**src/rtl/cpu_pkg.sv**
```systemverilog
// Shared LEGv8 decode definitions: immediate format select and the fixed
// instruction bit positions of every immediate and register field.
package cpu_pkg;

  typedef enum logic [2:0] {
    IMM_I    = 3'd0,
    IMM_D    = 3'd1,
    IMM_CB   = 3'd2,
    IMM_B    = 3'd3,
    IMM_IW   = 3'd4,
    IMM_NONE = 3'd5
  } imm_sel_t;

  localparam int IMM_I_LSB  = 10;
  localparam int IMM_I_W    = 12;
  localparam int IMM_D_LSB  = 12;
  localparam int IMM_D_W    = 9;
  localparam int IMM_CB_LSB = 5;
  localparam int IMM_CB_W   = 19;
  localparam int IMM_B_LSB  = 0;
  localparam int IMM_B_W    = 26;
  localparam int IMM_IW_LSB = 5;
  localparam int IMM_IW_W   = 16;
  localparam int IMM_HW_LSB = 21;
  localparam int IMM_HW_W   = 2;

  localparam int RD_LSB     = 0;
  localparam int RN_LSB     = 5;
  localparam int RM_LSB     = 16;
  localparam int REG_W      = 5;
  localparam int SHAMT_LSB  = 10;
  localparam int SHAMT_W    = 6;

endpackage

```
**src/rtl/imm_gen.sv**
```systemverilog
// Combinational immediate extractor: picks the field named by imm_sel and
// zero- or sign-extends it to DATA_W. CB and B offsets stay unshifted.
module imm_gen
  import cpu_pkg::*;
#(
  parameter int DATA_W  = 64,
  parameter int INSTR_W = 32
) (
  input  logic [INSTR_W-1:0] instr,
  input  logic [2:0]         imm_sel,
  output logic [DATA_W-1:0]  imm
);

  logic [DATA_W-1:0] iw_base;
  logic [5:0]        iw_shift;

  assign iw_base  = DATA_W'(instr[IMM_IW_LSB +: IMM_IW_W]);
  // MOVZ/MOVK halfword select: shift by 16 * hw
  assign iw_shift = {instr[IMM_HW_LSB +: IMM_HW_W], 4'b0000};

  always_comb begin
    imm = '0;
    case (imm_sel_t'(imm_sel))
      IMM_I:  imm = DATA_W'(instr[IMM_I_LSB +: IMM_I_W]);
      IMM_D:  imm = {{(DATA_W-IMM_D_W){instr[IMM_D_LSB+IMM_D_W-1]}},
                     instr[IMM_D_LSB +: IMM_D_W]};
      IMM_CB: imm = {{(DATA_W-IMM_CB_W){instr[IMM_CB_LSB+IMM_CB_W-1]}},
                     instr[IMM_CB_LSB +: IMM_CB_W]};
      IMM_B:  imm = {{(DATA_W-IMM_B_W){instr[IMM_B_LSB+IMM_B_W-1]}},
                     instr[IMM_B_LSB +: IMM_B_W]};
      IMM_IW: imm = iw_base << iw_shift;
      default: imm = '0;
    endcase
  end

endmodule

```
**src/rtl/id_ex_imm_reg.sv**
```systemverilog
// ID/EX boundary register for the immediate and register specifiers.
// valid_out marks a real instruction; flush beats stall, stall beats load.
module id_ex_imm_reg
  import cpu_pkg::*;
#(
  parameter int DATA_W  = 64,
  parameter int INSTR_W = 32
) (
  input  logic               clk,
  input  logic               reset_n,
  input  logic [INSTR_W-1:0] instr,
  input  logic               instr_valid,
  input  logic [2:0]         imm_sel,
  input  logic               stall,
  input  logic               flush,
  output logic [DATA_W-1:0]  imm_out,
  output logic [4:0]         rd_out,
  output logic [4:0]         rn_out,
  output logic [4:0]         rm_out,
  output logic [5:0]         shamt_out,
  output logic               valid_out
);

  logic [DATA_W-1:0] imm_next;

  imm_gen #(
    .DATA_W  (DATA_W),
    .INSTR_W (INSTR_W)
  ) u_imm_gen (
    .instr   (instr),
    .imm_sel (imm_sel),
    .imm     (imm_next)
  );

  // A bubble (flush, or load with instr_valid=0) clears every field, not
  // just valid_out, so EX never sees stale specifiers.
  always_ff @(posedge clk or negedge reset_n) begin
    if (!reset_n) begin
      imm_out   <= '0;
      rd_out    <= '0;
      rn_out    <= '0;
      rm_out    <= '0;
      shamt_out <= '0;
      valid_out <= 1'b0;
    end else if (flush || (!stall && !instr_valid)) begin
      imm_out   <= '0;
      rd_out    <= '0;
      rn_out    <= '0;
      rm_out    <= '0;
      shamt_out <= '0;
      valid_out <= 1'b0;
    end else if (!stall) begin
      imm_out   <= imm_next;
      rd_out    <= instr[RD_LSB +: REG_W];
      rn_out    <= instr[RN_LSB +: REG_W];
      rm_out    <= instr[RM_LSB +: REG_W];
      shamt_out <= instr[SHAMT_LSB +: SHAMT_W];
      valid_out <= 1'b1;
    end
  end

endmodule

```
**config.mk**
```make
export PLATFORM = sky130hd
export DESIGN_NAME = id_ex_imm_reg
export DESIGN_NICKNAME = d
export VERILOG_FILES = /design/src/rtl/cpu_pkg.sv /design/src/rtl/imm_gen.sv /design/src/rtl/id_ex_imm_reg.sv
export SDC_FILE = /design/constraint.sdc
export NUM_CORES = 1
export LEC_CHECK = 0
export CORE_AREA = 4 4 97 99
export CTS_CLUSTER_DIAMETER = 60
export CTS_CLUSTER_SIZE = 12
export DETAILED_ROUTE_END_ITERATION = 6
export DIE_AREA = 0 0 101 103
export GPL_ROUTABILITY_DRIVEN = 0
export PLACE_DENSITY = 0.88
export SYNTH_ARGS = -nofsm -noshare
export SYNTH_HDL_FRONTEND = slang
export SYNTH_HIERARCHICAL = 1
export SYNTH_SLANG_ARGS = --single-unit
```
**constraint.sdc**
```tcl
create_clock -name clk -period 1.5 [get_ports clk]
set_clock_uncertainty 0.15 [all_clocks]
set_input_delay 0.3 -clock clk [delete_from_list [all_inputs] [get_ports clk]]
set_output_delay 0.3 -clock clk [all_outputs]
set_load 0.1 [all_outputs]
```
==> results of run 1 <==
[layout by cell type, fill, tap and decap left out, types with 2 or more instances in the layout]
cell type and instances:
clkdlybuf4s50_1 14, a21oi_1 13, nor2b_1 2, buf_4 49
and3_1 11, a32o_1 75, a21oi_2 4, mux2_2 13
mux2i_1 2, inv_6 2, o2bb2ai_2 2, dlygate4sd2_1 11
a221o_1 8, buf_6 7, inv_1 3, clkbuf_8 9
nor3_4 3, bufinv_16 2, a21o_1 40, dfrtp_2 2
nand3b_1 2, o2bb2ai_1 13, buf_12 104, clkbuf_2 3
a32o_2 10, dfrtp_1 84, nor2_1 3
[state kept, by name (all words and copies together) (netlist names)]
signal and count:
rm_out 5, imm_out 64, rd_out 5, rn_out 5, shamt_out 6, valid_out 1
[cells in the mapped netlist]
cell        n
mux2i_1     3
nand2b_1    1
a21o_1     40
dfrtp_1    86
clkbuf_1   12
nor2b_2     1
buf_4       7
inv_2       1
nor4b_1     1
o2bb2ai_1  15
a32o_1     85
nand3b_1    2
and3_1     11
nor2b_1     2
buf_6      10
mux2_2     13
or3b_4      1
a221o_1     8
a211oi_1    1
and2b_4     1
nor3_4      3
nand2_1     1
buf_2      16
a221o_2     1
a211oi_2    1
a21oi_1    17
nor2_1      3
o21ba_2     1
o21ai_0     1
nor3_1      1
inv_1       3
[report_power, final]
part | internal [W] | leakage, nW | switching, W
registers | 0.00238 | 1.18 | 0.0000894
clock network | 0.000964 | 0.116 | 0.000957
logic | 0.000712 | 2.20 | 0.00112
total | 0.00406 | 3.50 | 0.00217
[area by class of cell]
| class | count | share of cell area (%) |
|---|---|---|
| clock inverter | 7 | 1.39 |
| sequential | 86 | 29.3 |
| multi-input combinational | 214 | 26.8 |
| tap | 108 | 1.84 |
| timing repair buffer | 193 | 38.8 |
| inverter | 4 | 0.204 |
| clock buffer | 9 | 1.68 |
[worst max path at each step]
stage	startpoint	to	cells past startpoint
CTS	imm_sel[0]	imm_out[51]	8
finish	instr[19]	imm_out[7]	5
detailed placement	imm_sel[0]	imm_out[42]	6
global placement	imm_sel[0]	imm_out[15]	5
global route	imm_sel[1]	imm_out[34]	8
floorplan	imm_sel[0]	imm_out[22]	6
[cells by family after synthesis]
logic type             synth area share, %
AOI/OAI and AO/OA                     34.4
buffers and inverters                 7.04
and+or+nand+nor                       4.85
muxes                                 4.07
DFF                                   49.6
[metrics by stage]
step                cells  setup TNS [ps]  hold WS, ps
floorplan             349           -7690         -146
global placement      591          -48490         62.5
detailed placement    591          -56640         71.1
CTS                   619           -1140          229
global route          621            -535          222
finish                621            -853          212
[metal layers]
metal | part of all wire [%] | track usage [%] | up-vias | routed length, um
met4 | 7.5 | 18.9 | 0 | 1420
met1 | 34 | 42.3 | 2264 | 6470
met2 | 48 | 58.1 | 443 | 9150
met3 | 10 | 9.07 | 139 | 1960
met5 | 0 | 0 | - | 0
li1 | - | - | 1751 | -
[timing repair]
item	in CTS	in global routing
gates cloned	2	1
endpoints found under the setup margin	64	56
hold buffers	1	0
resized for setup	53	26
setup buffers	9	3
pin swaps	8	11
hold endpoints to repair	42	0
==> impl_metrics.toml, run 1 <==
[placed_design]
place_area_um2 = 6880
hpwl_um = 11300
portBuffers = 119
pre_cts_ws_ps = -885

[setup_path]
crit_path_max_fanout = 3
cp_top_family = "compound AO/OA/AOI/OAI gates"
crit_buf_inv = 1
setup.worst_path.start_class = "input pin"
critPathCaptureType = "flip-flop"
reg2reg_depth = 1
cp.required_ps = 1590
cpPeakStageDelay_ps = 510
reg2reg_from = "rd_out[2]"
path_class = "input pin to flip-flop"
cp_slowest_cell = "clkdlybuf4s50_1"
crit_chain = "clkdlybuf4s50_1 > mux2_2 > a21oi_1 > o2bb2ai_1 > a32o_1"
r2r_setup_slack_ps = 520
rr_endpoint = "rd_out[2]"
cp.arrival_ps = 1720

[grt]
grt_max_degree = 48
grt_pass1_wl_um = 27500
grt_pass1_vias = 4539
grt_usage_pct = 35.1
antenna_found_initial = 0
grt.overflow.total = 0

[hold_path]
hp-start = "instr[20]"
min_delay_path_depth = 3
hold_end = "rm_out[4]"
hp-class = "input pin to flip-flop"

[synthesis]
yosysSeqAreaShare_pct = 49.6
synth.net_count = 389
post-synth-top-area-cell = "dfrtp_1"
synthesis.area_um2 = 4340
synth_seq_cells = 86
avgSynthCellArea_um2 = 12.4
synth_cell_types = 31
synth_area_leaders = "dfrtp_1 50%, a32o_1 20%, a21o_1 6.9%, mux2_2 3.4%, o2bb2ai_1 3.0%"
synthCells = 349
yosysTopAreaCellShare_pct = 49.6
yosys_warnings = 6

[pwr]
power.total_w = 0.00623
leakage_nw = 3.50
powerDensity_nw_per_um2 = 846
ir_drop_mv = 0.621

[timing]
min_period_over_period_pct = 108
slew_violations = 0
finalHoldViolations = 0
period_minus_slack_ps = 1620
setup_violations = 36
max_slew_margin_pct = 74.7
fin_ws_ps = -123
worstMarginPinSlew_ps = 380
fmax_ghz = 0.616
rsz0062_at_grt = "true"

[clock_tree]
insertion_delay_ps = 350
cts-buffers-inserted = 9
clockBufferDepth = 2
clock-root-buffer = "clkbuf_8"
clk_pin_slew_ps = 100
cts.htree.levels = 3
cts_tree = "built"
cts_sinks = 86

[floorplan]
core_area_um2 = 8550
start_util_pct = 50.7
die_h_um = 103
num_io_pins = 126
fp.dieW_um = 101
rows = 34
dieArea_um2 = 10400

[cells_and_area]
multi_input_area_um2 = 1970
n_antenna_cell = 0
final-seq-area_um2 = 2150
stdcell_area_um2 = 7360
layout.nets = 548
area_growth_syn_to_layout_pct = 69.7
fillers = 360
post-route-util_pct = 86.1
drive_gt1_share_pct = 44.2

[routing]
drc = 0
detail-route-antenna-nets = 0
drt_iter0_markers = 474
totalWireLength_um = 19000
vias_per_cell = 7.40
first_pass_iters = 5
wl_per_cell_um = 30.6
vias = 4597

[flow_run]
cap_viol_max_count = 0

[outcome]
violations = "setup timing"
status = "finished with violations"
No activity file was read; power rests on OpenSTA's default activity.
==> run 2, diff against run 1 <==
--- a/config.mk
+++ b/config.mk
@@ -5,13 +5,14 @@
 export SDC_FILE = /design/constraint.sdc
 export NUM_CORES = 1
 export LEC_CHECK = 0
-export CORE_AREA = 4 4 97 99
+export CAP_MARGIN = 15
+export CORE_AREA = 4 4 99 101
 export CTS_CLUSTER_DIAMETER = 60
 export CTS_CLUSTER_SIZE = 12
 export DETAILED_ROUTE_END_ITERATION = 6
-export DIE_AREA = 0 0 101 103
+export DIE_AREA = 0 0 103 105
 export GPL_ROUTABILITY_DRIVEN = 0
-export PLACE_DENSITY = 0.88
+export PLACE_DENSITY = 0.85
 export SYNTH_ARGS = -nofsm -noshare
 export SYNTH_HDL_FRONTEND = slang
 export SYNTH_HIERARCHICAL = 1
==> run 2 against run 1 <==
Compared with the run above: the flow still finishes with violations (setup timing); combinational power decreased by 4%; register-to-register slack about the same; count of clock-buffer cells in the layout increased by 1; sequential power about the same; non-clock buffer count decreased by 6; global-route usage decreased by 3.3 points; clock power about the same; cell area decreased by 1.8%; final cell count decreased by 0.48%; critical path depth increased by 2; largest cell class unchanged; largest power group unchanged; highest routed layer unchanged.
==> impl_metrics.toml, run 2 (synthesized netlist as in run 1, its figures left out) <==
[floorplan]
num_io_pins = 126
start_util_pct = 48.1
dieArea_um2 = 10800
core_area_um2 = 9020
die_h_um = 105
rows = 35
fp.dieW_um = 103

[routing]
vias = 4414
met3_length_um = 1760
detail-route-antenna-nets = 0
drt-met1-wl_um = 5770
first_pass_iters = 7
dr.max_layer_used = "met4"
wl_per_cell_um = 27.4
drc = 0
totalWireLength_um = 16900
wl_met2_um = 8170
drt_iter0_markers = 621
vias_per_cell = 7.14

[setup_path]
cp_top_family = "simple AND/OR/NAND/NOR gates"
cpPeakStageDelay_ps = 430
critPathCaptureType = "flip-flop"
cp.required_ps = 1650
cp.arrival_ps = 1650
path_class = "input pin to flip-flop"
crit_chain = "buf_12 > or3b_4 > buf_12 > nor3_4 > buf_12 > a21o_1 > a32o_1"
crit_path_max_fanout = 16
critPathLaunch = "imm_sel[0]"
setup.worst_path.start_class = "input pin"
cp_common_cell = "buf_12"
cp_slowest_cell = "or3b_4"
reg2reg_from = "imm_out[48]"
crit_buf_inv = 3

[outcome]
status = "finished with violations"
violations = "setup timing"

[cells_and_area]
largest_reg_flops = 64
n_antenna_cell = 0
fillers = 474
largestRegisters = "imm_out (64), shamt_out (6)"
area_growth_syn_to_layout_pct = 66.5
drive_gt1_share_pct = 41.8
largest_register = "imm_out"
final_cell_mix = "100 x buf_12, 82 x a32o_1, 82 x dfrtp_1"
layout_commonest_cell = "buf_12"
layout.nets = 542
final_cells = 618

[timing]
fin_ws_ps = -4.24
worstMarginPinSlew_ps = 451
setup_violations = 2
finalHoldViolations = 0
fin_tns_setup_ps = -7.97
max_slew_margin_pct = 69.9
fmax_ghz = 0.665
period_minus_slack_ps = 1500
rsz0062_at_grt = "true"
fin_hold_ws_ps = 265
slew_violations = 0
min_period_over_period_pct = 100

[pwr]
p_seq_share_pct = 40.3
power.total_w = 0.00613
leakage_nw = 3.40
powerDensity_nw_per_um2 = 848
pwr-share-clk_pct = 31.0
power_frac_comb_pct = 28.6
intPower_w = 0.00406
ir_drop_mv = 0.562
switching_share_pct = 33.7
p_switching_w = 0.00206

[grt]
grt.overflow.total = 0
grt_pass1_vias = 4376
grt_pass1_wl_um = 25900
grt_max_degree = 87
antenna_found_initial = 0
grt_usage_pct = 31.8

[placed_design]
hpwl_um = 10900
dpl.cell_count = 593
portBuffers = 119

[flow_run]
cap_viol_max_count = 0

[clock_tree]
clk_pin_slew_ps = 90
cts.htree.levels = 3
clock-root-buffer = "clkbuf_8"
cts-buffers-inserted = 9
cts_tree = "built"
clockBufferDepth = 2
insertion_delay_ps = 370
cts_sinks = 86

[hold_path]
hp-start = "instr[20]"
hp-class = "input pin to flip-flop"
[run 2: per-stage QoR]
step                      utilization [%]  setup WS (ps)  cell area, um2
final                                80.1          -4.24            7220
after global routing                 80.1          -23.3            7220
after floorplan                         -           -205            4360
after global placement               75.6           -736            6820
after CTS                            79.2          -4.06            7140
after detailed placement             75.6           -890            6820
[run 2: tightest hold or removal path, cell delays in order]
cell	delay [ps]
clkbuf_2	160
buf_4	130
a32o_1	150
[run 2: worst paths after layout]
check / end / slack [ps] / depth (start not counted)
min in group asynchronous: imm_out[2] / 340 / 3
worst max-delay path: imm_out[62] / -4 / 7
worst min-delay path: rm_out[4] / 270 / 3
worst max register to register: imm_out[48] / 510 / 1
max in group asynchronous: imm_out[62] / 480 / 3
worst min register to register: imm_out[2] / 410 / 1
[run 2: final cells by class]
type / instances / area, um2 / share of cell area [%]
multi-input combinational: 214 / 1930 / 26.7
clock inverter: 6 / 93.8 / 1.30
sequential: 86 / 2160 / 29.9
tap: 111 / 139 / 1.92
timing repair buffer: 187 / 2760 / 38.1
clock buffer: 10 / 138 / 1.91
inverter: 4 / 15.0 / 0.208
[run 2: repair_timing]
action,in CTS,in global routing
gates resized for setup,40,23
cloned,2,1
setup endpoints to repair,64,58
pin swaps,8,4
hold buffers,1,0
hold endpoints to repair,86,0
setup buffers,5,2
[run 2: power by group through the flow]
stage                     Sequential (W)  Clock (W)  Combinational (W)
after detailed placement         0.00251          0            0.00166
after global routing             0.00248    0.00199            0.00180
after global placement           0.00251          0            0.00161
after CTS                        0.00247    0.00190            0.00169
after floorplan                  0.00297          0           0.000440
final                            0.00247    0.00190            0.00175
[run 2: layer usage]
metal	global-route usage, %	vias up
met5	0	-
met4	18.2	0
met1	39.6	2160
met2	49.5	402
li1	-	1740
met3	8.14	112
